$ cat config.mk
export PLATFORM = sky130hd
export DESIGN_NAME = itcm_boot_sequencer
export DESIGN_NICKNAME = d
export VERILOG_FILES = /design/src/rtl/itcm_boot_sequencer_pkg.sv /design/src/rtl/itcm_boot_sequencer_byte_word_packer.sv /design/src/rtl/itcm_boot_sequencer.sv
export SDC_FILE = /design/constraint.sdc
export NUM_CORES = 1
export LEC_CHECK = 0
export ABC_AREA = 1
export BUFFER_PORTS_ARGS = -buffer_cell sky130_fd_sc_hd__buf_2
export CORE_UTILIZATION = 58
export CTS_BUF_LIST = sky130_fd_sc_hd__clkbuf_16
export CTS_CLUSTER_DIAMETER = 120
export DETAILED_ROUTE_END_ITERATION = 6
export GPL_ROUTABILITY_DRIVEN = 0
export GPL_TIMING_DRIVEN = 0
export PLACE_DENSITY = 0.89
export SLEW_MARGIN = 15
export SYNTH_ARGS = -nofsm -noshare
export SYNTH_HDL_FRONTEND = slang
export SYNTH_SLANG_ARGS = --single-unit
$ cat constraint.sdc
create_clock -name clk -period 6.3 [get_ports clk]
set_clock_uncertainty 0.15 [all_clocks]
set_input_delay 1.26 -clock clk [delete_from_list [all_inputs] [get_ports clk]]
set_output_delay 1.26 -clock clk [all_outputs]
set_load 0.05 [all_outputs]
$ cat src/rtl/itcm_boot_sequencer_pkg.sv
// Shared state encodings and check-mode constants for the ITCM boot sequencer.
package itcm_boot_sequencer_pkg;

  typedef enum logic [2:0] {
    ST_LOAD    = 3'd0,
    ST_FLUSH   = 3'd1,
    ST_RELEASE = 3'd2,
    ST_RUN     = 3'd3,
    ST_DONE    = 3'd4
  } seq_state_e;

  localparam int CHECK_AT_TIMEOUT = 0;
  localparam int CHECK_EARLY      = 1;

endpackage

$ cat src/rtl/itcm_boot_sequencer_byte_word_packer.sv
// Byte-to-word packer: gathers bytes LSB-first, emits a full word, or a zero-padded partial on flush.
module itcm_boot_sequencer_byte_word_packer #(
  parameter int WW = 32
) (
  input  logic          clk,
  input  logic          resetn,
  input  logic          byte_en,
  input  logic [7:0]    byte_data,
  input  logic          flush,
  output logic          word_vld,
  output logic [WW-1:0] word
);
  localparam int NB = WW / 8;
  localparam int CW = (NB > 1) ? $clog2(NB) : 1;

  logic [WW-1:0] pack_q, merged;
  logic [CW-1:0] cnt_q;
  logic          full;

  always_comb begin
    merged = pack_q;
    for (int j = 0; j < NB; j++)
      if (byte_en && cnt_q == CW'(j)) merged[j*8 +: 8] = byte_data;
  end

  // Unused upper lanes of pack_q are always zero, so a flushed partial is already padded.
  assign full     = byte_en && (cnt_q == CW'(NB - 1));
  assign word_vld = full || (flush && cnt_q != '0);
  assign word     = merged;

  always_ff @(posedge clk or negedge resetn) begin
    if (!resetn) begin
      pack_q <= '0;
      cnt_q  <= '0;
    end else if (word_vld) begin
      pack_q <= '0;
      cnt_q  <= '0;
    end else if (byte_en) begin
      pack_q <= merged;
      cnt_q  <= cnt_q + 1'b1;
    end
  end

endmodule

$ cat src/rtl/itcm_boot_sequencer.sv
// Boot sequencer: streams an image into banked ITCM with the core held in reset, then
// releases the core and judges a probed result register for pass/fail/timeout.
module itcm_boot_sequencer
  import itcm_boot_sequencer_pkg::*;
#(
  parameter int          ITCM_DEPTH     = 1024,
  parameter int          NUM_BANKS      = 2,
  parameter int          BANK_WIDTH     = 16,
  parameter int          TIMEOUT_CYCLES = 30,
  parameter logic [31:0] PASS_VALUE     = 32'd1,
  parameter int          CHECK_MODE     = 0,
  localparam int         WW             = NUM_BANKS * BANK_WIDTH,
  localparam int         AW             = $clog2(ITCM_DEPTH)
) (
  input  logic                 clk,
  input  logic                 resetn,
  input  logic                 s_valid,
  output logic                 s_ready,
  input  logic [7:0]           s_data,
  input  logic                 s_last,
  output logic [NUM_BANKS-1:0] mem_we,
  output logic [AW-1:0]        mem_addr,
  output logic [WW-1:0]        mem_wdata,
  output logic                 core_resetn,
  input  logic [31:0]          result_val,
  output logic                 done,
  output logic                 pass,
  output logic                 fail,
  output logic                 overflow,
  output logic [AW:0]          words_loaded
);
  localparam int TW = $clog2(TIMEOUT_CYCLES + 1);

  seq_state_e    state, state_nx;
  logic [TW-1:0] run_cnt;
  logic          fire, mem_full, byte_en, ovf_hit;
  logic          word_vld, match, at_limit, pass_set, fail_set;
  logic [WW-1:0] word, word_mapped;

  assign fire     = s_valid && s_ready;
  assign mem_full = (words_loaded == (AW+1)'(ITCM_DEPTH));
  assign byte_en  = (state == ST_LOAD) && fire && !mem_full;
  assign ovf_hit  = (state == ST_LOAD) && fire && mem_full;
  assign match    = (result_val == PASS_VALUE);
  assign at_limit = (run_cnt == TW'(TIMEOUT_CYCLES - 1));

  itcm_boot_sequencer_byte_word_packer #(.WW(WW)) u_packer (
    .clk      (clk),
    .resetn   (resetn),
    .byte_en  (byte_en),
    .byte_data(s_data),
    .flush    (state == ST_FLUSH),
    .word_vld (word_vld),
    .word     (word)
  );

  // Bank b carries halfword NUM_BANKS-1-b, so the lowest-addressed bytes land in the top bank.
  for (genvar b = 0; b < NUM_BANKS; b++) begin : g_bank
    assign word_mapped[b*BANK_WIDTH +: BANK_WIDTH] = word[(NUM_BANKS-1-b)*BANK_WIDTH +: BANK_WIDTH];
  end

  always_comb begin
    pass_set = 1'b0;
    fail_set = 1'b0;
    if (state == ST_RUN) begin
      if (CHECK_MODE == CHECK_EARLY) begin
        pass_set = match;
        fail_set = !match && at_limit;
      end else begin
        pass_set = match && at_limit;
        fail_set = !match && at_limit;
      end
    end
  end

  always_comb begin
    state_nx = state;
    case (state)
      ST_LOAD:
        if (ovf_hit)                 state_nx = ST_DONE;
        else if (byte_en && s_last)  state_nx = word_vld ? ST_RELEASE : ST_FLUSH;
      ST_FLUSH:   state_nx = ST_RELEASE;
      ST_RELEASE: state_nx = ST_RUN;
      ST_RUN:     if (pass_set || fail_set) state_nx = ST_DONE;
      ST_DONE:    state_nx = ST_DONE;
      default:    state_nx = ST_LOAD;
    endcase
  end

  always_ff @(posedge clk or negedge resetn) begin
    if (!resetn) begin
      state        <= ST_LOAD;
      s_ready      <= 1'b0;
      mem_we       <= '0;
      mem_addr     <= '0;
      mem_wdata    <= '0;
      words_loaded <= '0;
      core_resetn  <= 1'b0;
      run_cnt      <= '0;
      done         <= 1'b0;
      pass         <= 1'b0;
      fail         <= 1'b0;
      overflow     <= 1'b0;
    end else begin
      state   <= state_nx;
      s_ready <= (state_nx == ST_LOAD);
      mem_we  <= {NUM_BANKS{word_vld}};
      if (word_vld) begin
        mem_addr     <= words_loaded[AW-1:0];
        mem_wdata    <= word_mapped;
        words_loaded <= words_loaded + 1'b1;
      end
      if (state == ST_RELEASE) core_resetn <= 1'b1;
      if (state == ST_RELEASE)  run_cnt <= '0;
      else if (state == ST_RUN) run_cnt <= run_cnt + 1'b1;
      done     <= (state_nx == ST_DONE);
      pass     <= pass | pass_set;
      fail     <= fail | fail_set | ovf_hit;
      overflow <= overflow | ovf_hit;
    end
  end

endmodule

After elaboration in Yosys (flattened, before gate mapping). Cells that the tools add are included.

Register bits after elaboration: 102. Latch bits: 0. RAM bits: 0. Bits in read-only memories: 0. Input port bits: 44. Output and inout bits: 61. Word-level logic and storage cells: 71. Memories: 0.

$add $sub $neg: 3. $mul: 0. Div/mod/pow operators: 0. Magnitude comparators: 0. Eq/ne operators: 11. Shifts and indexed selects: 0. Muxes and demuxes: 17. Bitwise gates (word level): 4. Reduce and logical (&&, ||, !) cells: 22.

Operators with widths (count): $mux 32 (2); $eq 32x1->1 const B (1); $mux 8 (4); $pmux 3 s5 (1); $logic_and 1x1->1 (12); $add 11x1->11 const B (1); $eq 11x11->1 const B (1); $mux 5 (2); $mux 3 (3); $eq 3x2->1 const B (2); $eq 3x3->1 const B (2); $logic_not 3->1 (2); $mux 2 (3); $reduce_bool 2->1 (3); $add 5x1->5 const B (1); $eq 5x5->1 const B (1); $eq 2x2->1 const B (2); $or 1x1->1 (4); $eq 3x1->1 const B (1); $add 2x1->2 const B (1); $eq 2x1->1 const B (1); $logic_not 1->1 (2); $logic_not 2->1 (1); $logic_or 1x1->1 (2); $mux 1 (2).

Longest topological paths before layout. Gate-level depths: netlist of run 1.

Depth in word-level cells: 10. Mapped depth: 14. Depth with buffers taken out: 12.

Hierarchy. A second synthesis of run 1 with hierarchy kept.

Cells, all modules: 543. Area total of the unflattened synthesis: 4743.3 µm².

By module, submodules not included: itcm_boot_sequencer (times used 1, cells an instance 325, area each 2881.5 µm², seq. area each 1701.6 µm²); itcm_boot_sequencer_byte_word_packer (times used 1, cells an instance 218, area each 1861.8 µm², seq. area each 850.8 µm²).

Worst setup path before layout of run 1. No wires, ideal clock.

Kind: input to register. Start point: input s_valid. End point: register mem_wdata[16]. Library setup time: 132 ps. Arrival time: 2201 ps. Data required time: 6018 ps. Setup slack: 3816 ps. Stages on the path: 9. Buffers on the path: 2. Cell sequence: nand4_4 nor2_8 nand2_8 nand2_4 inv_2 buf_6 buf_6 nand2_1 o21ai_1.

Cells in the longest elaborated chain, start to end: 5. Elaborated cells on any way between the ends: 7. Classes of those cells: mux: 1; reduce/logical: 6.

RTL lines: start: declaration (RTL line itcm_boot_sequencer.sv:17) `input logic s_valid,`; $logic_and 1x1->1 * (RTL line itcm_boot_sequencer.sv:40) `assign fire = s_valid && s_ready;`; $logic_and 1x1->1 * (2 in series) (RTL line itcm_boot_sequencer.sv:42) `assign byte_en = (state == ST_LOAD) && fire && !mem_full;`; $logic_and 1x1->1, on equally long branches (RTL line itcm_boot_sequencer_byte_word_packer.sv:23, itcm_boot_sequencer_byte_word_packer.sv:27); $mux 8 / $logic_or 1x1->1 (equally long branches) (RTL line itcm_boot_sequencer_byte_word_packer.sv:23, itcm_boot_sequencer_byte_word_packer.sv:28); end signal: assignment (RTL line itcm_boot_sequencer.sv:110) `mem_wdata <= word_mapped;`; end: declaration (RTL line itcm_boot_sequencer.sv:23) `output logic [WW-1:0] mem_wdata,`.

Every way passes the cells marked *; elsewhere a longest branch is shown, timed or not. A chain may end at the register's enable or synchronous reset.

Worst setup path in the final report of run 1.
Start point: register words_loaded[4]. End point: output words_loaded[4].

RTL lines: start: declaration (RTL line itcm_boot_sequencer.sv:30) `output logic [AW:0] words_loaded`; start signal: assignment (RTL line itcm_boot_sequencer.sv:111) `words_loaded <= words_loaded + 1'b1;`.

No word-level cell between the ends.

==> key figures, run 1 <==
Run status
  – Status: finished, final reports clean

Logic synthesis
  – Synth Cell Area: between 4000 and 5000 µm²
  – Mean Syn Cell Area: 9.06 µm²
  – Adder-cell share of the synthesized area: 2.26%
  – Post-Synth XOR/XNOR Area: between 1.5 and 2%
  – Synth warn: 0
  – Top cells by area, synth: dfrtp_1 58%, nand2_1 8.5%, o21ai_0 5.6%
  – Register area share after synthesis: between 50 and 60%
  – Leading area contributor after synthesis: dfrtp_1
  – Post-synth cell types: 34
  – Number of synthesized flops with an enable pin: 0
  – Top-area cell type share of the netlist area: between 50% and 60%
  – Synth Area in Compound Gates: about 11%
  – Most instantiated cells after synthesis: 102 x dfrtp_1, 101 x nand2_1, 59 x nor2_1, 53 x inv_1, 50 x o21ai_0
  – Synth Area in Simple Gates: approximately 20%
  – Largest family of logic cells by synthesized area: simple AND/OR/NAND/NOR gates
  – Synthesized flop and latch total: 102
  – Post-synthesis async set-or-reset flop share: between 90% and 100%
  – Mapped Cells: roughly 500
  – Cell with the most instances after synthesis: dfrtp_1
  – Synth Net Count: approximately 540
  – Top_reg_cell synth: dfrtp_1
  – Mux cell area share after synthesis: 0%

STA
  – Post-layout min period: around 2.5 ns
  – Fmax: between 300 and 400 MHz
  – Relative slew slack: between 40% and 50%
  – Setup-failing EPs final: 0
  – RSZ-0062 raised after global routing: false
  – Hold_ws: slightly above 0.3 ns
  – TNS Setup: 0 ns
  – Crit share post-route: a little under 40%
  – Slew Viols, Final: 0
  – Final Hold Vio Count: 0
  – Worst Tran Pin Value: 0.809 ns

Global route
  – Total GRT Usage: 29.7%
  – First-pass GRT wire length: roughly 18000 µm
  – Initial antenna violation count: 0
  – Largest net degree at the start of global routing: 65
  – GRT overflow: 0
  – Vias in the first global route: 3763
  – Routing usage on met2: ~48%
  – Met1 Track Usage GR: 37.6%
  – M3 GR Usage: under 10%
  – Gr busiest metal: met2

Route
  – Final wirelength: about 11000 µm
  – Via count: roughly 3900
  – DRC viols: 0
  – DRT Pass-1 Iters: 5
  – DRT iter0 DRCs: 243
  – DR WL/cell: 15.4 µm
  – Vias/cell: around 5.5
  – Antenna Nets Post-Route: 0

CTS
  – Postcts setup bufs: 0
  – CTS Buffer Depth: 2
  – Reg clk slew, reported paths: around 0.070 ns
  – # clock sinks: 102
  – Root Buffer: clkbuf_16
  – TritonCTS clock tree: yes
  – Worst-Skew Late Latency: around 0.35 ns
  – H-tree levels: 3
  – Post-CTS sizing: 0
  – Num CTS Buffers: 9
  – # hold bufs at CTS: 0

Flow run
  – Max cap viols: 0

Setup path
  – Worst path max stage delay: 0.45 ns
  – CP startpoint kind: flip-flop
  – Cells on worst reg2reg path: 12
  – Kind of critical path: flip-flop to primary output
  – Worst Path Arrival: 1.09 ns
  – CP bufs+invs: 1
  – Worst EP required: 4.89 ns
  – R2R Path End: mem_wdata[20]
  – Crit path max-delay family: flip-flops
  – Critical Path Sink Type: primary output
  – Flop2flop setup slack: about 3.9 ns
  – Largest fanout on the critical path: 6
  – CP cell instances: buf_2
  – Slowest CP cell: dfrtp_1
  – Reg2reg start: words_loaded[0]

Pwr
  – Cell area power density: ~240 nW/µm²
  – Worst vdd ir: 0.136 mV
  – Leak: between 2 and 3 nW

Floorplan
  – I/O pin count: 105
  – Std cell rows: 31
  – Initial core utilization: 60.5%
  – Die ar.: ~8000 µm²
  – Height of the die: approximately 90 µm
  – Die Wd: around 89 µm
  – Core area: 7330 µm²

Cells and area
  – Diode count: 0
  – Share of layout cells above drive strength 1: 24.1%
  – Area Overhead vs Synth: 22.3%
  – Final net count: between 600 and 700
  – Fill cell count: approximately 500

Min path
  – Min-delay worst type: flip-flop to flip-flop
  – Hold Crit Start: pass
  – Worst hold endpoint: pass
  – Min-Delay Path Depth: 1

Placement
  – I/O Buffers: 104
  – Hpwl dp: approximately 7300 µm
-- report_power, final --
group / internal, mW / switching [mW]
registers: 0.654 / 0.00000000000469
clock network: 0.350 / 0.252
logic: 0.0118 / 0.0220
-- metal layers --
layer | vias to the layer above | wire [µm]
li1 | 1798 | -
met1 | 1871 | 4400
met2 | 168 | 5460
met3 | 45 | 637
met4 | 0 | 427
met5 | - | 0
-- worst max-delay path by stage --
| stage | startpoint | end | cells past startpoint |
|---|---|---|---|
| 6_report | words_loaded[4] | words_loaded[4] | 1 |
| 5_1_grt | words_loaded[0] | mem_wdata[20] | 12 |
| 4_1_cts | words_loaded[4] | words_loaded[4] | 1 |
| 3_5_place_dp | s_valid | mem_wdata[31] | 7 |
| 3_3_place_gp | resetn | mem_addr[4] | 1 |
| 2_1_floorplan | s_valid | mem_wdata[16] | 9 |
-- flip-flops by register name, summed over array words and instances, names as in the netlist, 2 cells and up --
register	flops
mem_addr	10
mem_wdata	32
run_cnt	5
state	3
u_packer.cnt_q	2
u_packer.pack_q	32
words_loaded	11
-- cell usage in the layout (no fill, tap or decap), types with 2 or more instances in the layout --
cell | synthesis | final
ha_1 | 8 | 8
nor2_1 | 59 | 59
nor3_1 | 10 | 10
clkinvlp_4 | 0 | 2
o21ai_0 | 50 | 50
buf_6 | 4 | 4
nand3b_1 | 2 | 2
buf_4 | 1 | 2
buf_2 | 8 | 111
o21ai_1 | 41 | 41
nand2_1 | 101 | 101
inv_1 | 53 | 54
nand4_1 | 4 | 4
or2_2 | 2 | 2
nand3_1 | 10 | 10
clkbuf_16 | 0 | 9
nor4_1 | 3 | 3
clkbuf_1 | 4 | 4
bufinv_16 | 0 | 2
xor2_1 | 9 | 9
dfrtp_1 | 102 | 102
clkbuf_2 | 2 | 2
nand2_2 | 3 | 3
-- cells by family (layout without fill, tap and decap cells) --
family / after synthesis / in the layout
DFF: 102 / 102
xor gates and xnor gates: 10 / 10
adders and majority gates: 8 / 8
buffers and inverters: 74 / 195
and+or+nand+nor: 201 / 201
AOI/OAI and AO/OA: 95 / 95
-- metrics by stage --
| stage | setup WS (ns) | utilization, % | instances | cell area, µm² | power (mW) |
|---|---|---|---|---|---|
| finish | 3.80 | 74.1 | 710 | 5430 | 1.29 |
| global route | 3.66 | 74.1 | 710 | 5430 | 1.31 |
| CTS | 3.79 | 74.1 | 710 | 5430 | 1.29 |
| detailed placement | 3.48 | 69.6 | 694 | 5100 | 0.701 |
| global placement | 2.88 | 69.3 | 693 | 5080 | 0.698 |
| floorplan | 3.82 | - | 490 | 4440 | 0.669 |
-- cell type report --
cell class,count,area [µm²],area share (%)
multi-input cells,314,1560,28.8
clock inverters,7,98.8,1.82
flip-flops and latches,102,2550,47.0
clock buffers,9,225,4.15
well taps,99,124,2.28
repair buffers,105,543,10.0
inverters,55,206,3.80
plain buffers,19,118,2.17
No activity file was read; power rests on OpenSTA's default activity.
==> run 2: changes to the inputs <==
--- a/config.mk
+++ b/config.mk
@@ -7,13 +7,13 @@
 export LEC_CHECK = 0
 export ABC_AREA = 1
 export BUFFER_PORTS_ARGS = -buffer_cell sky130_fd_sc_hd__buf_2
-export CORE_UTILIZATION = 58
+export CORE_UTILIZATION = 53
 export CTS_BUF_LIST = sky130_fd_sc_hd__clkbuf_16
 export CTS_CLUSTER_DIAMETER = 120
 export DETAILED_ROUTE_END_ITERATION = 6
 export GPL_ROUTABILITY_DRIVEN = 0
 export GPL_TIMING_DRIVEN = 0
-export PLACE_DENSITY = 0.89
+export PLACE_DENSITY = 0.83
 export SLEW_MARGIN = 15
 export SYNTH_ARGS = -nofsm -noshare
 export SYNTH_HDL_FRONTEND = slang
==> constraint.sdc (replaced) <==
create_clock -name clk -period 2.6 [get_ports clk]
set_clock_uncertainty 0.15 [all_clocks]
set_input_delay 0.52 -clock clk [delete_from_list [all_inputs] [get_ports clk]]
set_output_delay 0.52 -clock clk [all_outputs]
set_load 0.05 [all_outputs]
==> key figures, run 2 (synthesized netlist as in run 1, its figures left out) <==
Floorplan
  – Core area: 8180 µm² (+12%)
  – Std cell rows: 33 (+6.5%)
  – Initial core utilization: 54.3% (-6.3 points)
  – Die Wd: 93.5 µm (+4.5%)
  – Height of the die: 93.5 µm (+4.5%)
  – I/O pin count: 105 (unchanged)
  – Die ar.: 8740 µm² (+9.2%)

Run status
  – Status: finished, final reports clean

Route
  – DR WL/cell: 14.7 µm (-4.3%)
  – Final wirelength: 10600 µm (-3.3%)
  – DRT iter0 DRCs: 250 (+2.9%)
  – Antenna Nets Post-Route: 0 (unchanged)
  – Vias/cell: 5.29 (-3.2%)
  – DRC viols: 0 (unchanged)
  – Metal2 WL: 5090 µm (-6.7%)
  – Top Metal Used: met4
  – Wire length on met3: 605 µm (-5.0%)
  – Met1 Wirelength: 4560 µm (+3.6%)
  – DRT Pass-1 Iters: 5 (unchanged)
  – Via count: 3793 (-2.3%)

Cells and area
  – Most common cell after layout, fill and taps aside: buf_2
  – Area Overhead vs Synth: 22.1%
  – Final cell count without fillers: 717 (+0.99%)
  – Share of layout cells above drive strength 1: 24.0% (-0.039 points)
  – Commonest cells after routing, fill and taps aside: 111 x buf_2, 102 x dfrtp_1, 101 x nand2_1, 59 x nor2_1, 54 x inv_1
  – Fill cell count: 669 (+33%)
  – Largest regs: mem_wdata: 32 flops, u_packer.pack_q: 32 flops, words_loaded: 11 flops
  – Final net count: 659 (+0.15%)
  – Diode count: 0 (unchanged)

CTS
  – CTS Buffer Depth: 2 (unchanged)
  – # hold bufs at CTS: 1 (+1)
  – H-tree levels: 3 (unchanged)
  – Worst-Skew Late Latency: 0.35 ns (about the same)
  – TritonCTS clock tree: yes
  – Root Buffer: clkbuf_16
  – Num CTS Buffers: 9 (unchanged)
  – Post-CTS sizing: 0 (unchanged)
  – # clock sinks: 102 (unchanged)
  – Postcts setup bufs: 0 (unchanged)
  – Reg clk slew, reported paths: 0.07 ns (about the same)

Setup path
  – Largest fanout on the critical path: 10 (+4)
  – Critical Path Sink Type: flip-flop
  – CP startpoint kind: flip-flop
  – Worst Path Arrival: 2.43 ns (+1.34 ns)
  – Kind of critical path: flip-flop to flip-flop
  – Worst EP required: 2.66 ns (-2.23 ns)

Pwr
  – Worst vdd ir: 0.308 mV (+130%)
  – Cell area power density: 543 nW/µm² (+130%)
  – Leak: 2.84 nW (-0.35%)

STA
  – Crit share post-route: approximately 91%
  – Slew Viols, Final: 0 (unchanged)
  – Worst Tran Pin Value: 0.441 ns (-0.368 ns)
  – Final Hold Vio Count: 0 (unchanged)
  – Relative slew slack: 70.6% (+25 points)
  – Post-layout min period: 2.37 ns
  – Setup ws final: 0.229 ns (-3.57 ns)
  – Fmax: between 400 and 500 MHz
  – TNS Setup: 0 ns (unchanged)
  – Setup-failing EPs final: 0 (unchanged)
  – RSZ-0062 raised after global routing: false

Placement
  – I/O Buffers: 104 (unchanged)
  – Hpwl dp: 7520 µm (+2.8%)
  – Pre-CTS WS: 0.239 ns (-3.24 ns)
  – Cells after DPL: 700 (+0.86%)

Global route
  – First-pass GRT wire length: 17400 µm (-1.2%)
  – Total GRT Usage: 26.0% (-3.7 points)
  – Initial antenna violation count: 0 (unchanged)
  – Largest net degree at the start of global routing: 73 (+12%)
  – GRT overflow: 0 (unchanged)
  – Vias in the first global route: 3698 (-1.7%)

Flow run
  – Max cap viols: 0 (unchanged)

Min path
  – Min-delay worst type: flip-flop to flip-flop
-- run 2: changes by cell type in the layout (fill, tap and decap cells not counted) --
cell	change
inv_8	-1
buf_6	+1
clkinv_8	+1
buf_16	+1
buf_12	-1
clkinv_4	+1
bufinv_16	-2
dlygate4sd3_1	+1
inv_6	+1
buf_4	-1
-- run 2: area by class of cell --
class / count / area [µm²] / share of cell area, %
Buffer: 19 / 118 / 2.17
Timing Repair Buffer: 106 / 564 / 10.4
Inverter: 55 / 206 / 3.81
Clock inverter: 7 / 61.3 / 1.13
Multi-Input combinational cell: 314 / 1560 / 28.8
Clock buffer: 9 / 225 / 4.16
Tap cell: 105 / 131 / 2.42
Sequential cell: 102 / 2550 / 47.1
-- run 2: final timing paths --
check / from / end / slack, ns / depth (start not counted)
hold reg to reg: pass / pass / 0.30 / 1
hold / removal: pass / pass / 0.30 / 1
setup reg to reg: words_loaded[0] / mem_wdata[25] / 0.23 / 12
setup / recovery: words_loaded[0] / mem_wdata[25] / 0.23 / 12
max in group asynchronous: resetn / fail / 1.20 / 3
min in group asynchronous: resetn / mem_wdata[27] / 0.46 / 2
-- run 2: critical path, stage by stage (launching register included) --
cell	delay, ns
dfrtp_1	0.47
inv_1	0.14
ha_1	0.16
inv_1	0.04
nor2_1	0.08
nand3_1	0.14
nor2_4	0.18
nor2_8	0.08
nand2_8	0.09
nand2_4	0.09
inv_2	0.12
clkbuf_1	0.37
o21ai_1	0.13
-- run 2: metal layers --
metal,up-vias,GRT usage (%)
met2,132,42.1
met3,27,5.20
met5,-,0
li1,1797,-
met4,0,12.8
met1,1837,33.6
-- run 2: stage by stage --
stage | power [mW] | hold WS, ns | util (%) | cell area [µm²]
6_report | 2.94 | 0.304 | 66.3 | 5420
5_1_grt | 3.03 | 0.338 | 66.3 | 5420
4_1_cts | 2.96 | 0.304 | 66.3 | 5420
3_5_place_dp | 1.70 | 0.266 | 62.7 | 5120
3_3_place_gp | 1.69 | 0.288 | 62.3 | 5090
2_1_floorplan | 1.62 | 0.0744 | - | 4440
-- run 2: power breakdown --
group / switching, mW / internal (mW)
Combinational: 0.0528 / 0.0314
Clock: 0.615 / 0.660
Sequential: 0.0000000000122 / 1.59
